===== src/rtl/prbs_pkg.sv =====
// Shared types and polynomial lookup for the multi-lane PRBS BER monitor.
package prbs_pkg;

    localparam int PRBS_MAX_ORDER = 31;

    typedef enum logic [2:0] {
        PRBS7  = 3'd0,
        PRBS9  = 3'd1,
        PRBS15 = 3'd2,
        PRBS23 = 3'd3,
        PRBS31 = 3'd4
    } prbs_mode_e;

    typedef enum logic [1:0] {
        IDLE   = 2'd0,
        SEED   = 2'd1,
        VERIFY = 2'd2,
        CHECK  = 2'd3
    } lane_state_e;

    // Codes 5..7 fall back to PRBS31.
    function automatic logic [4:0] prbs_order(input logic [2:0] mode);
        case (mode)
            PRBS7:   return 5'd7;
            PRBS9:   return 5'd9;
            PRBS15:  return 5'd15;
            PRBS23:  return 5'd23;
            default: return 5'd31;
        endcase
    endfunction

    function automatic logic [4:0] prbs_tap(input logic [2:0] mode);
        case (mode)
            PRBS7:   return 5'd6;
            PRBS9:   return 5'd5;
            PRBS15:  return 5'd14;
            PRBS23:  return 5'd18;
            default: return 5'd28;
        endcase
    endfunction

endpackage


===== src/rtl/prbs_lane_check.sv =====
// One PRBS checker lane: seed/verify/check FSM, 31-bit reference LFSR, saturating counters.
// Optional windowed loss-of-lock relock is built when PRBS_AUTO_RELOCK_EN is defined.
module prbs_lane_check
    import prbs_pkg::*;
#(
    parameter int COUNT_WIDTH = 32
`ifdef PRBS_AUTO_RELOCK_EN
    ,
    parameter int WINDOW_BITS = 1024,
    parameter int LOSS_THRESH = 64
`endif
) (
    input  logic                   i_clk,
    input  logic                   i_rst,
    input  logic                   i_en,
    input  logic                   i_clear,
    input  logic                   i_force_seed,
    input  logic [4:0]             i_order_m1,
    input  logic [4:0]             i_tap_m1,
    input  logic                   i_data,
    input  logic                   i_valid,
    output lane_state_e            o_state,
    output logic [COUNT_WIDTH-1:0] o_bits,
    output logic [COUNT_WIDTH-1:0] o_errs,
    output logic [7:0]             o_loss
);

    lane_state_e                 r_state, w_state_nxt;
    logic [4:0]                  r_cnt, w_cnt_nxt;
    logic [PRBS_MAX_ORDER-1:0]   r_lfsr, w_lfsr_nxt;
    logic [COUNT_WIDTH-1:0]      r_bits, r_errs;
    logic                        w_pred, w_mismatch, w_count_bit, w_count_err;

`ifdef PRBS_AUTO_RELOCK_EN
    localparam int WB_W = $clog2(WINDOW_BITS + 1);
    localparam int WE_W = $clog2(LOSS_THRESH + 1);
    logic [WB_W-1:0] r_win_bits;
    logic [WE_W-1:0] r_win_errs;
    logic [7:0]      r_loss;
    logic            w_thresh_hit, w_lost;
    assign w_thresh_hit = w_mismatch && (r_win_errs == WE_W'(LOSS_THRESH - 1));
`endif

    assign w_pred     = r_lfsr[i_order_m1] ^ r_lfsr[i_tap_m1];
    assign w_mismatch = i_data ^ w_pred;

    always_comb begin
        w_state_nxt = r_state;
        w_cnt_nxt   = r_cnt;
        w_lfsr_nxt  = r_lfsr;
        w_count_bit = 1'b0;
        w_count_err = 1'b0;
`ifdef PRBS_AUTO_RELOCK_EN
        w_lost      = 1'b0;
`endif
        if (!i_en) begin
            w_state_nxt = IDLE;
            w_cnt_nxt   = '0;
        end else if (i_force_seed) begin
            w_state_nxt = SEED;
            w_cnt_nxt   = '0;
        end else begin
            case (r_state)
                IDLE: begin
                    w_state_nxt = SEED;
                    w_cnt_nxt   = '0;
                end
                SEED: if (i_valid) begin
                    w_lfsr_nxt = {r_lfsr[PRBS_MAX_ORDER-2:0], i_data};
                    if (r_cnt == i_order_m1) begin
                        w_state_nxt = VERIFY;
                        w_cnt_nxt   = '0;
                    end else begin
                        w_cnt_nxt = r_cnt + 5'd1;
                    end
                end
                VERIFY: if (i_valid) begin
                    w_lfsr_nxt = {r_lfsr[PRBS_MAX_ORDER-2:0], w_pred};
                    if (w_mismatch) begin
                        w_state_nxt = SEED;
                        w_cnt_nxt   = '0;
                    end else if (r_cnt == i_order_m1) begin
                        w_state_nxt = CHECK;
                        w_cnt_nxt   = '0;
                    end else begin
                        w_cnt_nxt = r_cnt + 5'd1;
                    end
                end
                CHECK: if (i_valid) begin
                    // Reference keeps running on its own prediction so a flipped bit counts once.
                    w_lfsr_nxt  = {r_lfsr[PRBS_MAX_ORDER-2:0], w_pred};
                    w_count_bit = 1'b1;
                    w_count_err = w_mismatch;
`ifdef PRBS_AUTO_RELOCK_EN
                    if (w_thresh_hit) begin
                        w_state_nxt = SEED;
                        w_cnt_nxt   = '0;
                        w_lost      = 1'b1;
                    end
`endif
                end
                default: w_state_nxt = IDLE;
            endcase
        end
    end

    always_ff @(posedge i_clk or posedge i_rst) begin
        if (i_rst) begin
            r_state <= IDLE;
            r_cnt   <= '0;
            r_lfsr  <= '0;
        end else begin
            r_state <= w_state_nxt;
            r_cnt   <= w_cnt_nxt;
            r_lfsr  <= w_lfsr_nxt;
        end
    end

    always_ff @(posedge i_clk or posedge i_rst) begin
        if (i_rst) begin
            r_bits <= '0;
            r_errs <= '0;
        end else if (i_clear) begin
            r_bits <= '0;
            r_errs <= '0;
        end else begin
            if (w_count_bit && (r_bits != '1)) r_bits <= r_bits + 1'b1;
            if (w_count_err && (r_errs != '1)) r_errs <= r_errs + 1'b1;
        end
    end

`ifdef PRBS_AUTO_RELOCK_EN
    always_ff @(posedge i_clk or posedge i_rst) begin
        if (i_rst) begin
            r_win_bits <= '0;
            r_win_errs <= '0;
            r_loss     <= '0;
        end else begin
            if (i_clear || (r_state != CHECK) || w_lost) begin
                r_win_bits <= '0;
                r_win_errs <= '0;
            end else if (w_count_bit) begin
                if (r_win_bits == WB_W'(WINDOW_BITS - 1)) begin
                    r_win_bits <= '0;
                    r_win_errs <= '0;
                end else begin
                    r_win_bits <= r_win_bits + 1'b1;
                    r_win_errs <= r_win_errs + WE_W'(w_count_err);
                end
            end
            if (i_clear)                         r_loss <= '0;
            else if (w_lost && (r_loss != 8'hFF)) r_loss <= r_loss + 8'd1;
        end
    end
    assign o_loss = r_loss;
`else
    assign o_loss = '0;
`endif

    assign o_state = r_state;
    assign o_bits  = r_bits;
    assign o_errs  = r_errs;

endmodule


===== src/rtl/prbs_multilane_ber_monitor.sv =====
// Multi-lane PRBS BER monitor top: mode register, mode-change reseed, lane array, output packing.
// Define PRBS_AUTO_RELOCK_EN to build windowed loss-of-lock detection with automatic relock.
module prbs_multilane_ber_monitor
    import prbs_pkg::*;
#(
    parameter int LANES       = 4,
    parameter int COUNT_WIDTH = 32,
    parameter int WINDOW_BITS = 1024,
    parameter int LOSS_THRESH = 64
) (
    input  logic                         clk,
    input  logic                         rst,
    input  logic                         en,
    input  logic                         clear,
    input  logic [2:0]                   mode,
    input  logic [LANES-1:0]             data_in,
    input  logic [LANES-1:0]             data_in_valid,
    output logic [LANES-1:0]             locked,
    output logic [LANES*COUNT_WIDTH-1:0] total_bits,
    output logic [LANES*COUNT_WIDTH-1:0] total_bit_errors,
    output logic [LANES*8-1:0]           lock_loss_count
);

    logic [2:0] r_mode;
    logic       w_mode_change;
    logic [4:0] w_order_m1, w_tap_m1;

    always_ff @(posedge clk or posedge rst) begin
        if (rst) r_mode <= '0;
        else     r_mode <= mode;
    end

    // A change is seen the cycle it is presented, so locked drops on the following cycle.
    assign w_mode_change = en && (mode != r_mode);
    assign w_order_m1    = prbs_order(r_mode) - 5'd1;
    assign w_tap_m1      = prbs_tap(r_mode) - 5'd1;

    // Window sizing only shapes hardware in the auto-relock build; an empty window is meaningless.
    if ((WINDOW_BITS < 1) || (LOSS_THRESH < 1)) begin : g_window_cfg_degenerate
    end

    for (genvar g = 0; g < LANES; g++) begin : g_lane
        lane_state_e w_state;

        prbs_lane_check #(
            .COUNT_WIDTH (COUNT_WIDTH)
`ifdef PRBS_AUTO_RELOCK_EN
            ,
            .WINDOW_BITS (WINDOW_BITS),
            .LOSS_THRESH (LOSS_THRESH)
`endif
        ) u_lane (
            .i_clk        (clk),
            .i_rst        (rst),
            .i_en         (en),
            .i_clear      (clear),
            .i_force_seed (w_mode_change),
            .i_order_m1   (w_order_m1),
            .i_tap_m1     (w_tap_m1),
            .i_data       (data_in[g]),
            .i_valid      (data_in_valid[g]),
            .o_state      (w_state),
            .o_bits       (total_bits[g*COUNT_WIDTH +: COUNT_WIDTH]),
            .o_errs       (total_bit_errors[g*COUNT_WIDTH +: COUNT_WIDTH]),
            .o_loss       (lock_loss_count[g*8 +: 8])
        );

        assign locked[g] = (w_state == CHECK);
    end

endmodule


===== config.mk =====
export PLATFORM = sky130hd
export DESIGN_NAME = prbs_multilane_ber_monitor
export DESIGN_NICKNAME = d
export VERILOG_FILES = /design/src/rtl/prbs_pkg.sv /design/src/rtl/prbs_lane_check.sv /design/src/rtl/prbs_multilane_ber_monitor.sv
export SDC_FILE = /design/constraint.sdc
export NUM_CORES = 1
export LEC_CHECK = 0
export ABC_CLOCK_PERIOD_IN_PS = 15500
export CAP_MARGIN = 15
export CORE_UTILIZATION = 55
export DETAILED_ROUTE_END_ITERATION = 7
export GPL_TIMING_DRIVEN = 0
export PLACE_DENSITY = 0.8
export SLEW_MARGIN = 20
export SYNTH_ARGS = -nofsm -noshare
export SYNTH_HDL_FRONTEND = slang
export SYNTH_SLANG_ARGS = --single-unit

===== constraint.sdc =====
create_clock -name clk -period 15.5 [get_ports clk]
set_clock_uncertainty 0.2 [all_clocks]
set_input_delay 1.55 -clock clk [delete_from_list [all_inputs] [get_ports clk]]
set_output_delay 1.55 -clock clk [all_outputs]
set_load 0.05 [all_outputs]

==> impl_metrics.csv, run 1 <==
group,metric,value,unit
outcome,status,"completed",
die,rows,71,
timing,period_needed,5.70,ns
pwr,p_per_area,88.4,nW/µm²
global_route,grt_max_degree,105,
timing,hold_viol,0,
die,core-area,38000,µm²
routing,dr_total_vias,17700,
setup_path,crit_type,"reg -> reg",
cells_and_area,fin_nets,2523,
yosys,synth_edf_count,0,
clock_network,postCtsSetupBuffers,0,
timing,min_period_over_period,0.368,
flow_run,maxCapViolCount,0,
clock_network,clk_pin_slew,0.06,ns
cells_and_area,area_growth,23.6,%
yosys,ys_ff_latch,411,
timing,tightest_slew,1.07,ns
clock_network,root_buffer,"clkbuf_16",
clock_network,htreeDepth,2,
yosys,ys_seq_area_frac,0.479,
die,pin_count,307,
setup_path,required,15.71,ns
placement,io_buffers,274,
yosys,avgSynthCellArea,10.1,µm²
global_route,overflow,0,
placement,hpwl,41.4,mm
routing,drtAntennaViolNets,0,
yosys,synth.area.top_cells,"dfrtp_1 48%, mux2_2 6.6%, xor2_1 5.0%",
placement,gp_congestion,0.899,
yosys,async_flop_share,1.00,
yosys,syn_area,21500,µm²
clock_network,clkLatencyLatePin,0.56,ns
yosys,syn_inst,2122,
clock_network,ctsHoldBuffers,0,
clock_network,clockBufferDepth,3,
timing,max_freq,175,MHz
yosys,synth_warnings,0,
pwr,power.static_leakage,11.2,nW
cells_and_area,finalCoreUtilization,0.698,
yosys,ys_types,87,
setup_path,critPathCaptureType,"flip-flop",
die,initial_core_util,0.564,
yosys,yosysTopAreaCellShare,0.479,
clock_network,cts_buffers,45,
global_route,grt_pass1_wl,91.7,mm
timing,slew_viol_final,0,
setup_path,crit_arrival,5.91,ns
setup_path,critical_path.max_fanout,10,
cells_and_area,drive_above_1_share,0.118,
pwr,irDropWorstVdd,0.0806,mV
yosys,ys.flop_type,"dfrtp_1",
timing,rsz0062_at_grt,"no",
routing,wl,56.8,mm
global_route,antenna_found_initial,1,
routing,drtPass1Iterations,5,
die,dieWidth,200,µm
timing,tns,0,ns
worst_hold_path,hold_class,"reg -> reg",
die,die_h,200,µm
routing,drt-initial-drc-count,1190,
global_route,grt_pass1_vias,17500,
timing,setup_viol,0,
routing,routed_via_density,5.85,
timing,slew_headroom,0.282,
cells_and_area,fillers,2845,
setup_path,start_kind,"flip-flop",
clock_network,cts_sinks,411,
placement,dp.cells,2942,
clock_network,post_cts_resized,0,
die,die_area,39800,µm²
routing,drc_errors,0,
clock_network,cts_tree,"done",
cells_and_area,stdcell_count,3022,
global_route,grt.total_usage,0.289,
yosys,yosysTopAreaCell,"dfrtp_1",
routing,avgRoutedWirePerCell,18.8,µm
## final timing paths
path | start | end | slack, ns | cells past startpoint
max | r_mode[2] | g_lane[3].u_lane.o_errs[1] | 9.80 | 17
min | g_lane[0].u_lane.r_lfsr[26] | g_lane[0].u_lane.r_lfsr[27] | 0.29 | 2
max reg2reg | r_mode[2] | g_lane[3].u_lane.o_errs[1] | 9.80 | 17
min reg2reg | g_lane[0].u_lane.r_lfsr[26] | g_lane[0].u_lane.r_lfsr[27] | 0.29 | 2
max in group asynchronous | rst | g_lane[0].u_lane.o_errs[0] | 12.65 | 4
min in group asynchronous | rst | g_lane[2].u_lane.o_errs[20] | 1.23 | 2
## metrics by stage
stage	setup WS (ns)	hold WS (ns)	power (mW)	instance area, µm²
after floorplan	2.31	0.246	1.25	21600
after global placement	-2.49	0.255	1.30	25000
after detailed placement	9.88	0.285	1.31	25100
after CTS	9.91	0.296	2.36	26500
after global routing	9.46	0.319	2.43	26500
final	9.80	0.293	2.35	26500
## where the power goes
part	internal, mW	switching, mW	total (mW)
Combinational	0.0583	0.115	0.173
Sequential	1.10	0.0183	1.12
Clock	0.624	0.434	1.06
## worst max-delay path, cell delays in order (launching register included)
cell	delay (ns)
dfrtp_1	0.45
buf_2	0.26
buf_2	0.30
clkbuf_1	0.46
a21o_1	0.14
ha_1	0.13
clkbuf_1	0.46
xor2_1	0.27
buf_2	0.32
a21oi_1	0.08
a2111oi_1	0.64
o21ai_1	0.25
a21oi_1	0.36
nand3b_1	0.24
clkbuf_1	0.38
buf_2	0.32
mux2i_1	0.21
nor2_1	0.05
## registers in the layout, summed over array words and instances (netlist names)
signal and cells:
g_lane.u_lane.o_errs 128, g_lane.u_lane.r_lfsr 124, g_lane.u_lane.o_bits 128, g_lane.u_lane.r_cnt 20, r_mode 3, g_lane.u_lane.o_state 8
## cell families after synthesis
group | count (synthesis) | synth area share
AO/OA/AOI/OAI | 257 | 0.0761
other | 1 | 0.000175
XOR/XNOR | 198 | 0.0825
flip-flops | 411 | 0.479
buffers and inverters | 178 | 0.0387
AND/OR/NAND/NOR | 881 | 0.211
multiplexers | 166 | 0.0947
adder cells (fa/ha/maj) | 30 | 0.0175
## cells in the final DEF (no fill, tap or decap), types with 6 or more instances in the layout
| cell | n |
|---|---|
| nand2_1 | 151 |
| o211ai_1 | 6 |
| nor3_2 | 10 |
| xor2_1 | 123 |
| nand2b_1 | 8 |
| inv_1 | 49 |
| and4_1 | 31 |
| nor2_1 | 251 |
| and3_1 | 32 |
| mux2_2 | 126 |
| o21bai_1 | 6 |
| mux2i_1 | 16 |
| xnor2_1 | 72 |
| nor3b_1 | 7 |
| or3_1 | 49 |
| clkdlybuf4s50_1 | 274 |
| clkbuf_8 | 12 |
| o21ai_1 | 15 |
| dfrtp_1 | 411 |
| ha_1 | 30 |
| a22o_1 | 7 |
| mux2_1 | 7 |
| nand3_1 | 119 |
| clkbuf_16 | 45 |
| clkinv_2 | 8 |
| or4_1 | 24 |
| nor3_1 | 32 |
| o21ai_0 | 53 |
| conb_1 | 32 |
| a21oi_1 | 85 |
| mux4_2 | 16 |
| buf_2 | 13 |
| nor2b_1 | 16 |
| clkbuf_1 | 84 |
| a31oi_1 | 6 |
| nor4_1 | 28 |
| nand4_1 | 67 |
| buf_4 | 35 |
| o31ai_1 | 25 |
| and2_1 | 35 |
## per-layer routing
layer	track usage	share of wire	routed length, µm	up-vias
li1	-	-	-	8175
met3	0.0660	0.084	4760	126
met5	0	0	0	-
met2	0.468	0.48	27100	668
met1	0.375	0.40	22800	8710
met4	0.113	0.037	2090	0
## cell usage after synthesis (all sizes together) (3+ instances only)
cell type / count
o211ai: 6
mux2i: 17
nand3b: 4
o21ai: 68
mux4: 16
nand2b: 8
o22ai: 5
a2111oi: 3
nand3: 119
and3: 32
a211o: 6
or4: 24
xnor2: 73
a41oi: 3
o31ai: 25
a21oi: 86
dfrtp: 411
a211oi: 6
and2: 35
inv: 51
clkbuf: 74
nand4: 67
a221oi: 3
o21a: 4
ha: 30
a21o: 3
a31oi: 6
buf: 53
nor2b: 16
nor4: 29
xor2: 123
mux2: 133
o21bai: 6
or3: 49
nor3b: 8
and3b: 3
nand2: 151
a22o: 7
nor3: 42
or2: 6
and4: 31
nor2: 251
## cell type report
cell class	count	area (µm²)	area share
antenna	1	2.50	0.0000943
timing repair buffer	278	2850	0.108
tap	511	639	0.0241
clock inverter	12	118	0.00443
multi-input combinational	1564	10500	0.394
inverter	51	199	0.00750
sequential	411	10300	0.388
buffer	127	639	0.0241
clock buffer	67	1330	0.0501
No activity file was read; power rests on OpenSTA's default activity.
==> run 2: changes to the inputs <==
ABC_CLOCK_PERIOD_IN_PS = 5800   (was 15500)
clock period = 5.8 ns   (was 15.5 ns; I/O delays follow)
==> impl_metrics.csv, run 2 (same netlist as run 1, synthesis figures left out) <==
group,metric,value,unit
setup_path,worstPathCellList,"buf_2 -> buf_2 -> buf_2 -> inv_1 -> a21o_1 -> ha_1 -> buf_2 -> inv_1 -> buf_2 -> mux4_2 -> a21o_1 -> a211oi_2 -> mux2i_2 -> buf_4 -> buf_4 -> nand3_1 -> xor2_1 -> nor2_1",
routing,drc_errors,0,
clock_network,root_buffer,"clkbuf_16",
setup_path,critPathCaptureType,"flip-flop",
pwr,power,6.28,mW
pwr,irDropWorstVdd,0.232,mV
clock_network,clk_pin_slew,0.06,ns
die,pin_count,307,
routing,drtAntennaViolNets,0,
setup_path,slowest_delay,0.62,ns
timing,slew_headroom,0.374,
clock_network,ctsHoldBuffers,0,
setup_path,cp_slowest_cell,"mux4_2",
clock_network,clockBufferDepth,3,
routing,drt-initial-drc-count,1122,
setup_path,crit_arrival,5.70,ns
global_route,grt.total_usage,0.292,
global_route,grt_max_degree,36,
clock_network,cts_buffers,45,
timing,min_period_over_period,0.944,
worst_hold_path,hold_class,"in -> async",
timing,max_freq,183,MHz
global_route,grt_pass1_wl,92.2,mm
cells_and_area,drive_above_1_share,0.124,
clock_network,htreeDepth,2,
clock_network,cts_tree,"done",
cells_and_area,final_cell_mix,"411 x dfrtp_1, 274 x clkdlybuf4s50_1, 251 x nor2_1",
cells_and_area,fillers,2839,
setup_path,crit_buf_inv,9,
setup_path,critPathTopFamily,"buffers and inverters",
global_route,grt_pass1_vias,17600,
setup_path,ff2ff_path_depth,18,
die,core-area,38000,µm²
setup_path,required,6.03,ns
global_route,overflow,0,
setup_path,start_kind,"flip-flop",
placement,gp_congestion,0.932,
routing,drtPass1Iterations,7,
routing,wl,58.0,mm
cells_and_area,area_growth,24.4,%
cells_and_area,fin_nets,2533,
die,die_area,39800,µm²
setup_path,crit_type,"reg -> reg",
outcome,status,"completed",
placement,dp.cells,2951,
global_route,antenna_found_initial,1,
cells_and_area,finalInstanceArea,26700,µm²
pwr,power.static_leakage,11.3,nW
die,dieWidth,200,µm
timing,hold_viol,0,
timing,slew_viol_final,0,
clock_network,clkLatencyLatePin,0.59,ns
placement,hpwl,42.6,mm
setup_path,critical_path.max_fanout,10,
timing,setup_viol,0,
timing,tightest_slew,0.932,ns
die,initial_core_util,0.564,
timing,setup_ws,0.326,ns
routing,routed_via_density,5.90,
setup_path,worst-path-stages,18,
flow_run,maxCapViolCount,0,
timing,period_needed,5.47,ns
die,die_h,200,µm
routing,dr_total_vias,17900,
routing,avgRoutedWirePerCell,19.2,µm
placement,dp_slack,0.204,ns
timing,tns,0,ns
cells_and_area,layout_commonest_cell,"dfrtp_1",
clock_network,cts_sinks,411,
placement,io_buffers,274,
die,rows,71,
setup_path,cpMostUsedCell,"buf_2",
pwr,p_per_area,235,nW/µm²
cells_and_area,stdcell_count,3029,
placement,detailed_place.area,25200,µm²
[run 2: cell types whose count changed in the layout (fill, tap and decap cells not counted), sizes merged]
cell | previous run | this run
buf | 57 | 67
bufinv | 2 | 1
clkbuf | 141 | 138
clkinvlp | 0 | 3
clkinv | 9 | 8
inv | 52 | 51
[run 2: report_power, final]
group	switching, mW	internal (mW)	total [mW]
registers	0.0450	2.93	2.98
logic	0.312	0.168	0.480
clock network	1.17	1.65	2.83
[run 2: stage by stage]
step                      hold slack, ns   util
after floorplan                    0.246      -
after detailed placement           0.271  0.664
after global routing               0.288  0.702
after CTS                          0.256  0.702
final                              0.263  0.702
after global placement             0.257  0.657
[run 2: final timing paths]
| path | startpoint | slack, ns | to |
|---|---|---|---|
| worst max-delay path | r_mode[1] | 0.33 | g_lane[2].u_lane.o_errs[28] |
| worst min-delay path | rst | 0.26 | g_lane[2].u_lane.o_errs[23] |
| worst max register to register | r_mode[1] | 0.33 | g_lane[2].u_lane.o_errs[28] |
| worst min register to register | g_lane[1].u_lane.r_lfsr[16] | 0.29 | g_lane[1].u_lane.r_lfsr[17] |
| max in group asynchronous | rst | 3.80 | g_lane[0].u_lane.o_errs[20] |
| min in group clk | g_lane[1].u_lane.r_lfsr[16] | 0.29 | g_lane[1].u_lane.r_lfsr[17] |
[run 2: cell type report]
type / count / area (µm²) / share of cell area
plain buffers: 126 / 639 / 0.0239
flip-flops and latches: 411 / 10300 / 0.385
clock buffers: 64 / 1350 / 0.0506
clock inverters: 12 / 97.6 / 0.00365
multi-input cells: 1564 / 10500 / 0.392
diodes: 1 / 2.50 / 0.0000937
inverters: 51 / 195 / 0.00731
repair buffers: 289 / 3030 / 0.113
well taps: 511 / 639 / 0.0239
[run 2: metal layers]
metal,up-vias,share of wire,track usage
met5,-,0,0
met4,0,0.042,0.130
met3,151,0.074,0.0567
met2,650,0.49,0.495
met1,8878,0.39,0.362
li1,8206,-,-
[run 2: worst register-to-register path: cells and delay by family (launching register included)]
kind | cells | cell delay (ns)
AO/OA/AOI/OAI | 3 | 0.81
flip-flops | 1 | 0.31
AND/OR/NAND/NOR | 2 | 0.22
buffers and inverters | 9 | 2.21
XOR/XNOR | 1 | 0.23
multiplexers | 2 | 1.06
adder cells (fa/ha/maj) | 1 | 0.28
[run 2: repair_timing]
item | in CTS | in global routing
gates resized for setup | 0 | 6
buffers inserted | 0 | 2
setup endpoints to repair | 0 | 41
==> run 3: changes to the inputs <==
ABC_CLOCK_PERIOD_IN_PS = default   (was 5800)
CORE_UTILIZATION = 56   (was 55)
PLACE_DENSITY = 0.81   (was 0.8)
SYNTH_HIERARCHICAL = 1   (was default)
==> impl_metrics.csv, run 3 <==
group,metric,value,unit
outcome,status,"completed",
placement,io_buffers,274,
pwr,p_switching,1.77,mW
cells_and_area,drive_above_1_share,0.131,
cells_and_area,antennaDiodeCount,0,
clock_network,cts_buffers,45,
clock_network,postCtsSetupBuffers,0,
clock_network,cts_tree,"done",
die,dieWidth,203,µm
worst_hold_path,hold_class,"in -> reg",
timing,setup_viol,0,
yosys,ys_seq_area_frac,0.453,
setup_path,crit_arrival,5.52,ns
yosys,synth_warnings,6,
setup_path,cp_slowest_cell,"nor3_1",
global_route,overflow,0,
clock_network,htreeDepth,2,
timing,rsz0062_at_grt,"no",
flow_run,maxCapViolCount,0,
yosys,yosysTopAreaCellShare,0.453,
yosys,ys_ff_latch,411,
yosys,avgSynthCellArea,10.2,µm²
routing,drc_errors,0,
timing,max_freq,190,MHz
clock_network,clkLatencyLatePin,0.57,ns
timing,tightest_slew,1.19,ns
placement,dp_slack,0.579,ns
placement,dp.cells,3070,
global_route,grt_pass1_vias,18400,
die,rows,73,
cells_and_area,finalCoreUtilization,0.699,
timing,hold_viol,0,
setup_path,critPathCaptureType,"flip-flop",
placement,gp_congestion,0.882,
setup_path,crit_type,"reg -> reg",
setup_path,reg2reg_from,"r_mode[0]",
setup_path,start_kind,"flip-flop",
yosys,synth_simple_gate_area_frac,0.207,
pwr,switching_share,0.257,
pwr,irDropWorstVdd,0.189,mV
yosys,ys_top_cells_by_count,"411 x dfrtp_1, 206 x nor2_1, 147 x nand2_1",
yosys,syn_inst,2232,
timing,slew_headroom,0.208,
yosys,async_flop_share,1.00,
timing,setup_ws,0.535,ns
yosys,synthMuxAreaShare,0.129,
yosys,yosysTopAreaCell,"dfrtp_1",
yosys,syn_area,22700,µm²
pwr,power,6.90,mW
yosys,synth_edf_count,0,
worst_hold_path,holdCritStartpoint,"mode[1]",
timing,tns,0,ns
setup_path,crit_start,"r_mode[0]",
yosys,synth-xor-area-share,0.0677,
timing,slew_viol_final,0,
pwr,power.static_leakage,11.9,nW
yosys,yosys.cell_count.top_type,"dfrtp_1",
cells_and_area,fin_nets,2636,
timing,period_needed,5.27,ns
pwr,internal_power,5.12,mW
yosys,yosys.area_share.adder,0.0160,
clock_network,root_buffer,"clkbuf_16",
cells_and_area,final_cell_mix,"411 x dfrtp_1, 273 x clkdlybuf4s50_1, 206 x nor2_1",
die,pin_count,307,
yosys,synth_top_family_by_area,"simple AND/OR/NAND/NOR gates",
placement,detailed_place.area,26400,µm²
routing,drt-initial-drc-count,1091,
worst_hold_path,holdPathEnd,"r_mode[1]",
clock_network,post_cts_resized,0,
yosys,ys_types,69,
clock_network,ctsHoldBuffers,0,
clock_network,clk_pin_slew,0.06,ns
cells_and_area,finalInstanceArea,27900,µm²
yosys,synth.area.top_cells,"dfrtp_1 45%, mux2_2 6.0%, mux4_2 4.3%",
setup_path,worst-r2r-setup-slack,0.53,ns
timing,min_period_over_period,0.908,
pwr,pwr-share-comb,0.124,
die,initial_core_util,0.569,
pwr,seqPwrFrac,0.449,
die,die_area,41400,µm²
setup_path,required,6.05,ns
placement,hpwl,39.2,mm
global_route,grt_pass1_wl,93.1,mm
routing,avgRoutedWirePerCell,17.9,µm
setup_path,rr_endpoint,"g_lane[3].u_lane/o_errs[26]",
global_route,grt.total_usage,0.274,
setup_path,slowest_delay,0.60,ns
routing,drtAntennaViolNets,0,
cells_and_area,area_growth,22.9,%
clock_network,cts_sinks,411,
setup_path,ff2ff_path_depth,14,
global_route,grt_max_degree,83,
yosys,ys.flop_type,"dfrtp_1",
pwr,clkPwrFrac,0.427,
die,core-area,39900,µm²
routing,drtPass1Iterations,6,
routing,wl,56.3,mm
die,die_h,203,µm
timing,fin_hold_ws,0.328,ns
global_route,antenna_found_initial,0,
cells_and_area,stdcell_count,3152,
setup_path,critical_path.max_fanout,10,
routing,dr_total_vias,18600,
pwr,p_per_area,247,nW/µm²
worst_hold_path,whs_path_depth,1,
cells_and_area,layout_commonest_cell,"dfrtp_1",
clock_network,clockBufferDepth,3,
routing,routed_via_density,5.90,
setup_path,worstPathCellList,"nor2b_1 -> nand2_1 -> ha_1 -> xor2_1 -> clkbuf_1 -> mux4_2 -> mux2i_1 -> nor3_1 -> nor4_4 -> xnor3_1 -> clkbuf_1 -> nor3_1 -> and4_1 -> mux2_2",
yosys,synth_compound_area_frac,0.0812,
run 3: cell families (layout without fill, tap and decap cells):
family,Yosys count,after routing
AND/OR/NAND/NOR,874,874
flip-flops,411,411
AO/OA/AOI/OAI,305,305
multiplexers,223,223
buffers and inverters,216,577
XOR/XNOR,169,169
adder cells (fa/ha/maj),29,29
other,5,39
run 3: worst max-delay path, delay by kind of cell (launching register included):
family | cells | cell delay, ns
XOR/XNOR | 2 | 0.80
adder cells (fa/ha/maj) | 1 | 0.29
buffers and inverters | 2 | 0.75
flip-flops | 1 | 0.42
multiplexers | 3 | 0.88
AND/OR/NAND/NOR | 6 | 1.81
run 3: how the worst max path moves through the flow:
stage | end | slack [ns] | depth (start not counted)
after floorplan | g_lane[3].u_lane/o_errs[26] | 1.44 | 14
after global placement | g_lane[3].u_lane/o_errs[26] | 0.03 | 9
after detailed placement | g_lane[3].u_lane/o_errs[26] | 0.58 | 14
after CTS | g_lane[3].u_lane/o_errs[26] | 0.57 | 14
after global routing | g_lane[3].u_lane/o_errs[26] | 0.28 | 14
final | g_lane[3].u_lane/o_errs[26] | 0.53 | 14
run 3: per-layer routing:
| layer | GRT usage | vias to the layer above | wire length [µm] |
|---|---|---|---|
| met5 | 0 | - | 0 |
| met4 | 0.108 | 0 | 1920 |
| met3 | 0.0577 | 133 | 3720 |
| met2 | 0.448 | 578 | 27300 |
| met1 | 0.356 | 9237 | 23400 |
| li1 | - | 8657 | - |
run 3: cell type report:
| cell class | instances | area [µm²] |
|---|---|---|
| inverters | 87 | 347 |
| fillers | 2929 | 12000 |
| well taps | 525 | 657 |
| plain buffers | 129 | 696 |
| multi-input cells | 1639 | 11500 |
| clock inverters | 10 | 129 |
| flip-flops and latches | 411 | 10300 |
| repair buffers | 279 | 2850 |
| clock buffers | 72 | 1410 |
run 3: power by group through the flow:
stage               registers, mW  clock network [mW]  logic [mW]
finish                       3.10                2.94       0.856
global placement             3.13                   0       0.807
global route                 3.11                3.12       0.936
CTS                          3.10                3.00       0.854
floorplan                    3.10                   0       0.671
detailed placement           3.14                   0       0.847
